[src/rtl/sipo_deser.sv]
// sipo_deser: serial-in, parallel-out deserializer with a holding register.
// Bits arrive MSB first, qualified by in_valid. A completed frame moves
// into the holding register ('out') under a valid/ready handshake. If the
// holding register is still occupied, the frame is dropped and 'overrun'
// is set; 'overrun' stays set until 'sync' clears it.
// 'sync' realigns frame boundaries by clearing the bit counter.
// Optional feature macro: SIPO_PARITY_EN adds one even-parity bit per frame
// and a registered parity_err flag that travels with 'out'.
module sipo_deser #(
  parameter int WIDTH = 4
) (
  input  logic             clk,
  input  logic             rst,
  input  logic             sync,
  input  logic             in_valid,
  input  logic             din,
  output logic [WIDTH-1:0] out,
  output logic             out_valid,
  input  logic             out_ready,
  output logic             overrun,
  output logic             parity_err,
  output logic             busy
);

`ifdef SIPO_PARITY_EN
  localparam int FRAME = WIDTH + 1;
`else
  localparam int FRAME = WIDTH;
`endif

  // The last bit of a frame is consumed straight from din on the completing
  // edge, so the shift register only has to hold the first FRAME-1 bits.
  localparam int SREG_W = FRAME - 1;
  localparam int CNT_W  = (FRAME > 2) ? $clog2(FRAME) : 1;
  localparam logic [CNT_W-1:0] LAST = CNT_W'(FRAME - 1);

  logic [SREG_W-1:0] sreg_q, sreg_d;
  logic [CNT_W-1:0]  cnt_q, cnt_d;
  logic [WIDTH-1:0]  out_q, out_d;
  logic              out_valid_q, out_valid_d;
  logic              overrun_q, overrun_d;
  logic              busy_q, busy_d;
  logic              take;
  logic              complete;
  logic [WIDTH-1:0]  word;

`ifdef SIPO_PARITY_EN
  logic              perr_q, perr_d;

  // Even parity over data bits plus the received parity bit; 1 means error.
  function automatic logic parity_check(input logic [WIDTH-1:0] data,
                                        input logic pbit);
    return (^data) ^ pbit;
  endfunction

  // With parity, the shift register holds exactly the data bits and din
  // carries the parity bit when the frame completes.
  assign word = sreg_q;
`else
  // Without parity, din is the final (LSB) data bit.
  assign word = {sreg_q, din};
`endif

  assign take     = out_valid_q & out_ready;
  assign complete = in_valid & ~sync & (cnt_q == LAST);

  // Next-state logic for the shift stage, the holding register and flags.
  always_comb begin
    sreg_d      = sreg_q;
    cnt_d       = cnt_q;
    out_d       = out_q;
    out_valid_d = out_valid_q;
    overrun_d   = overrun_q;
`ifdef SIPO_PARITY_EN
    perr_d      = perr_q;
`endif

    // A take empties the holding register unless a completion refills it.
    if (take) begin
      out_valid_d = 1'b0;
    end

    if (sync) begin
      // Resync drops any partial frame and the bit sampled this cycle.
      cnt_d     = '0;
      sreg_d    = '0;
      overrun_d = 1'b0;
    end else if (in_valid) begin
      sreg_d = SREG_W'({sreg_q, din});
      if (complete) begin
        cnt_d = '0;
        if (!out_valid_q || take) begin
          out_d       = word;
          out_valid_d = 1'b1;
`ifdef SIPO_PARITY_EN
          perr_d      = parity_check(sreg_q, din);
`endif
        end else begin
          overrun_d = 1'b1;
        end
      end else begin
        cnt_d = cnt_q + 1'b1;
      end
    end

    busy_d = (cnt_d != '0);
  end

  // State registers; reset clears everything, including the data word.
  always_ff @(posedge clk or posedge rst) begin
    if (rst) begin
      sreg_q      <= '0;
      cnt_q       <= '0;
      out_q       <= '0;
      out_valid_q <= 1'b0;
      overrun_q   <= 1'b0;
      busy_q      <= 1'b0;
    end else begin
      sreg_q      <= sreg_d;
      cnt_q       <= cnt_d;
      out_q       <= out_d;
      out_valid_q <= out_valid_d;
      overrun_q   <= overrun_d;
      busy_q      <= busy_d;
    end
  end

`ifdef SIPO_PARITY_EN
  // Parity flag is captured together with the word it describes.
  always_ff @(posedge clk or posedge rst) begin
    if (rst) begin
      perr_q <= 1'b0;
    end else begin
      perr_q <= perr_d;
    end
  end

  assign parity_err = perr_q;
`else
  assign parity_err = 1'b0;
`endif

  assign out       = out_q;
  assign out_valid = out_valid_q;
  assign overrun   = overrun_q;
  assign busy      = busy_q;

endmodule

[config.mk]
export PLATFORM = sky130hd
export DESIGN_NAME = sipo_deser
export DESIGN_NICKNAME = d
export VERILOG_FILES = /design/src/rtl/sipo_deser.sv
export SDC_FILE = /design/constraint.sdc
export NUM_CORES = 1
export LEC_CHECK = 0
export CAP_MARGIN = 20
export CORE_MARGIN = 5
export CORE_UTILIZATION = 40
export CTS_BUF_LIST = sky130_fd_sc_hd__clkbuf_16
export DETAILED_ROUTE_END_ITERATION = 10
export DONT_BUFFER_PORTS = 1
export PLACE_DENSITY_LB_ADDON = 0.1
export SLEW_MARGIN = 25
export SYNTH_ARGS = -nofsm -noshare
export SYNTH_HDL_FRONTEND = slang
export SYNTH_SLANG_ARGS = --single-unit
[constraint.sdc]
create_clock -name clk -period 1.7 [get_ports clk]
set_input_delay 0.255 -clock clk [delete_from_list [all_inputs] [get_ports clk]]
set_output_delay 0.255 -clock clk [all_outputs]
set_load 0.02 [all_outputs]
==> impl_metrics.ini, run 1 <==
[cts]
cts_max_level = 1
path_clk_slew_ns = 0.04
clk_path_buf_depth = 2
cts_setup_buffers = 0
numCtsBuffers = 3
cts_tree = done
root_buffer = clkbuf_16
clk_latency_ns = 0.24
clkSinkCount = 12

[die]
rows = 13
ios = 14
die_h_um = 46.0
die_area_mm2 = 0.00212
start_util_pct = 40.9
core-area_mm2 = 0.00127
die_width_um = 46.0

[worst_setup_path]
cp-start-kind = flop
crit_buf_inv = 0
reg2reg_depth = 3
cp.depth = 3
path_cells = nor2b_2, nor3_4, mux2_2
required_ns = 1.81
crit_fanout = 4
path_delay_family = simple AND/OR/NAND/NOR gates
worstSetupPathType = reg -> reg
critPathMaxStageDelay_ns = 0.44
critPathSlowestCell = dfrtp_1
worstPathArrival_ns = 1.52
cp-end-kind = flop

[cells_and_area]
final_cell_mix = dfrtp_1, nor2_1, mux2i_1, mux2_2, clkbuf_16
layout-drive-gt1-share_pct = 24.4
final_area_um2 = 599
register_area_um2 = 300
instances_no_fill = 56
final_util_pct = 47.2
fillCellCount = 112
multiInputGateArea_um2 = 191
final_common_cell = dfrtp_1
antenna_cells = 0
nets = 50
area_delta_synth_final_pct = 15.4

[detailed_routing]
vias_per_cell = 5.30
finalWirelength_mm = 1.03
via_count = 297
wire_per_inst_um = 18.4
firstDrtPassIters = 3
route.detailed.drc = 0
drtIter0Drc = 1
postRouteAntennaNets = 0

[synth]
synth_adder_area_share_pct = 2.41
synthCells = 40
synth_cell_type_count = 18
seq_area_frac_synth_pct = 57.8
synth_warnings = 0
synth_compound_area_share_pct = 4.82
synth_fp_nets = 47
synth_xor_area_share_pct = 0
syn_avg_cell_area_um2 = 13.0
yosysTopAreaCell = dfrtp_1
synthTopCellsByArea = dfrtp_1, mux2_2, mux2i_1
synth_mux_area_share_pct = 16.4
yosysTopAreaCellShare_pct = 57.8
synth_top_family_by_area = multiplexers
syn_area_um2 = 519
synthSimpleGateAreaFrac_pct = 12.5
synth_seq_cells = 12

[timing]
tns_ns = 0
min_period_ns = 1.41
fin_crit_sh_pct = 83.0
setup_violations = 0
clock-skew-final_ns = 0.00641
hold_viol_final = 0
max_freq_mhz = 709
rsz0062_at_grt = false
drv_slew = 0

[placement]
hpwl_um = 754
place_area_um2 = 514
dp.cells = 52
gp_congestion = 0.749
io_buffers = 0

[global_routing]
grt_usage_pct = 12.1
grt_pass1_wl_mm = 1.57
grt_antenna_before_repair = 0
grt_util_met2_pct = 18.1
overflow = 0
grt_util_met3_pct = 9.49
grt_max_degree = 13
top_usage_layer = met2
grt_pass1_vias = 335
grt.met1_usage_pct = 10.2

[pwr]
pwr_density_cell_mw_per_mm2 = 1300
max-vdd-ir-drop_mv = 0.574
swShare_pct = 19.8
power.switching_uw = 154
leakagePower_nw = 0.292
power_frac_comb_pct = 4.6
internal_power_uw = 624
clock_power_share_pct = 53.9
seq_power_share_pct = 41.6

[job]
drv_cap = 0

[hold_path]
holdPathStages = 1
hp-class = in -> reg

[status]
outcome = finished, final reports clean
-- synth_stat cells, drive strengths merged --
library cell,instances
dfrtp,12
nor2,5
mux2,4
mux2i,4
buf,3
a31oi,2
a21oi,1
conb,1
ha,1
inv,1
nand2,1
nand2b,1
nor2b,1
nor3,1
o21bai,1
or3b,1
-- layer usage --
metal	wire length, µm	vias to the layer above
met5	0	-
met4	36	0
met3	111	4
met2	537	14
met1	344	144
li1	-	135
-- registers in the layout (all words and copies together) (netlist names) --
name and flops:
out 4, out_valid 1, sreg_q 3, overrun 1
busy 1, cnt_q 2
-- logic make-up (layout without fill, tap and decap cells) --
| family | Yosys count | after routing |
|---|---|---|
| AOI/OAI and AO/OA | 4 | 4 |
| adders and majority gates | 1 | 1 |
| buffers and inverters | 4 | 5 |
| DFF | 12 | 12 |
| muxes | 8 | 8 |
| other | 1 | 1 |
| and+or+nand+nor | 10 | 10 |
-- worst paths after layout --
kind | from | end | slack (ns)
setup / recovery | out_valid | out[0] | 0.29
hold / removal | sync | overrun | 0.07
hold reg to reg | sreg_q[2] | out[3] | 0.52
setup reg to reg | out_valid | out[0] | 0.29
min in group asynchronous | rst | out_valid | 0.46
max in group asynchronous | rst | out[1] | 0.92
-- area by class of cell --
type                       instances  area share, %
timing repair buffer               1           1.67
clock buffer                       3           12.5
inverter                           1          0.626
tap                               15           3.13
multi-input combinational         24           31.9
sequential                        12           50.1
-- power groups by stage --
stage	logic [mW]	clock network [mW]	registers, mW
6_report	0.0356	0.419	0.323
3_5_place_dp	0.0341	0	0.328
5_1_grt	0.0405	0.446	0.324
4_1_cts	0.0363	0.432	0.324
2_1_floorplan	0.0381	0	0.323
3_3_place_gp	0.0305	0	0.326
-- metrics by stage --
stage	power (mW)	hold slack (ns)	worst slack (ns)
6_report	0.777	0.0743	0.289
5_1_grt	0.810	0.0619	0.234
4_1_cts	0.792	0.0675	0.274
3_5_place_dp	0.362	0.168	0.285
3_3_place_gp	0.356	0.157	0.340
2_1_floorplan	0.361	0.120	0.382
-- timing repair --
action                    4_1_cts  5_1_grt
hold buffers                    1        0
hold endpoints to repair       12        0
resized for setup               0        0
Note: power is estimated with default switching activity, not from simulation.
==> run 2: changes to the inputs <==
==> constraint.sdc (replaced) <==
create_clock -name clk -period 1.3 [get_ports clk]
set_input_delay 0.195 -clock clk [delete_from_list [all_inputs] [get_ports clk]]
set_output_delay 0.195 -clock clk [all_outputs]
set_load 0.02 [all_outputs]
==> run 2 against run 1 <==
The run now ends with setup timing left; critical path depth rose by 1; die area did not move; global-route usage fell by 2.6 points; hold slack got worse by 0.058 ns; sequential share of layout area fell by 3.0 points; first-iteration DRC count fell by 100%; non-clock buffer count rose by 4; final area rose by 6.5%; critical path type unchanged; largest cell class unchanged; highest routed layer is now met3.
==> impl_metrics.ini, run 2 (synthesis gave the netlist of run 1 again) <==
[cts]
cts_max_level = 1
path_clk_slew_ns = 0.04
numCtsBuffers = 3
cts_tree = done
clk_latency_ns = 0.23
root_buffer = clkbuf_16
clk_path_buf_depth = 2
clkSinkCount = 12

[die]
start_util_pct = 40.9
rows = 13
die_h_um = 46.0
core-area_mm2 = 0.00127
ios = 14
die_area_mm2 = 0.00212
die_width_um = 46.0

[timing]
drv_slew = 0
rsz0062_at_grt = true
layout_setup_ws_ns = -0.0537
fin_crit_sh_pct = 104
hold_viol_final = 0
setup_violations = 4
clock-skew-final_ns = 0.00109
tns_ns = -0.187
max_freq_mhz = 739
min_period_ns = 1.35

[detailed_routing]
vias_per_cell = 4.90
wire_per_inst_um = 14.2
route.detailed.drc = 0
drtIter0Drc = 0
finalWirelength_um = 853
via_count = 294
firstDrtPassIters = 1
postRouteAntennaNets = 0

[hold_path]
holdPathStages = 1
hold_path.startpoint = sync
whs_endpoint = cnt_q[0]
hp-class = in -> reg

[pwr]
leakagePower_nw = 0.313
max-vdd-ir-drop_mv = 0.695
p_total_mw = 1.01
pwr_density_cell_mw_per_mm2 = 1580

[cells_and_area]
nets = 54
final_common_cell = dfrtp_1
layout-drive-gt1-share_pct = 37.8
area_delta_synth_final_pct = 22.9
largest_reg_flops = 4
instances_no_fill = 60
antenna_cells = 0
final_cell_mix = dfrtp_1, nor2_1, mux2i_1, mux2_2, buf_4

[global_routing]
grt_usage_pct = 9.54
grt_antenna_before_repair = 0
grt_max_degree = 13
grt_pass1_wl_mm = 1.36
grt_pass1_vias = 316
overflow = 0

[placement]
io_buffers = 0
hpwl_um = 655
gp_congestion = 0.745
dp.cells = 54

[job]
drv_cap = 0

[status]
outcome = finished, violations left
violations = setup timing

[worst_setup_path]
reg2reg_from = cnt_q[0]
worstPathArrival_ns = 1.47
reg2reg_depth = 4
crit_path_start = cnt_q[0]
cp-end-kind = flop
reg2reg_to = out[3]
crit_fanout = 4
cp-start-kind = flop
rrSetupSlack_ns = -0.05
worstSetupPathType = reg -> reg
required_ns = 1.41
-- run 2: changes by cell type in the layout (fill, tap and decap cells not counted) --
cell	change
buf_4	+4
a21oi_1	-1
a21oi_2	+1
ha_1	-1
ha_2	+1
or3b_1	-1
or3b_4	+1
-- run 2: timing repair --
action | CTS | global route
hold endpoints to repair | 12 | 0
endpoints found under the setup margin | 4 | 6
hold buffers | 1 | 0
resized for setup | 1 | 2
cloned | 0 | 0
pin swaps | 2 | 3
buffers inserted | 1 | 1
-- run 2: cell type report --
type                    count  area [µm²]
multi-input cells          24         200
repair buffers              5        40.0
well taps                  15        18.8
clock buffers               3        75.1
inverters                   1        3.75
fillers                   105         631
flip-flops and latches     12         300
-- run 2: report_power, final --
group,leakage (nW),internal (mW),switching (mW)
combinational,0.113,0.0315,0.0253
sequential,0.163,0.395,0.0252
clock,0.0370,0.398,0.134
total,0.313,0.824,0.184
-- run 2: how the worst max path moves through the flow --
| stage | slack [ns] | cells past startpoint | endpoint |
|---|---|---|---|
| 2_1_floorplan | 0.006 | 4 | out[0] |
| 3_5_place_dp | -0.10 | 4 | out[3] |
| 5_1_grt | -0.10 | 4 | out[1] |
| 6_report | -0.05 | 4 | out[3] |
| 4_1_cts | -0.09 | 4 | out[3] |
| 3_3_place_gp | -0.05 | 4 | out[2] |
-- run 2: through the flow --
stage | hold WS [ns] | setup slack [ns] | utilization [%] | instance area (µm²)
2_1_floorplan | 0.0597 | 0.00608 | - | 519
3_3_place_gp | 0.102 | -0.0504 | 41.7 | 529
3_5_place_dp | 0.115 | -0.104 | 41.7 | 529
4_1_cts | 0.0175 | -0.0919 | 49.2 | 624
5_1_grt | 0.00960 | -0.104 | 50.3 | 638
6_report | 0.0163 | -0.0537 | 50.3 | 638
-- run 2: layer usage --
layer | vias up | track usage [%] | share of wire, %
li1 | 145 | - | -
met1 | 142 | 11.0 | 39
met4 | 0 | 5.11 | 0
met5 | - | 0 | 0
met2 | 7 | 14.8 | 53
met3 | 0 | 3.95 | 7.6
-- run 2: critical path: stages (launching register included) --
cell	delay, ns
dfrtp_1	0.35
ha_2	0.19
nand2_2	0.07
nor3_4	0.25
mux2_2	0.37
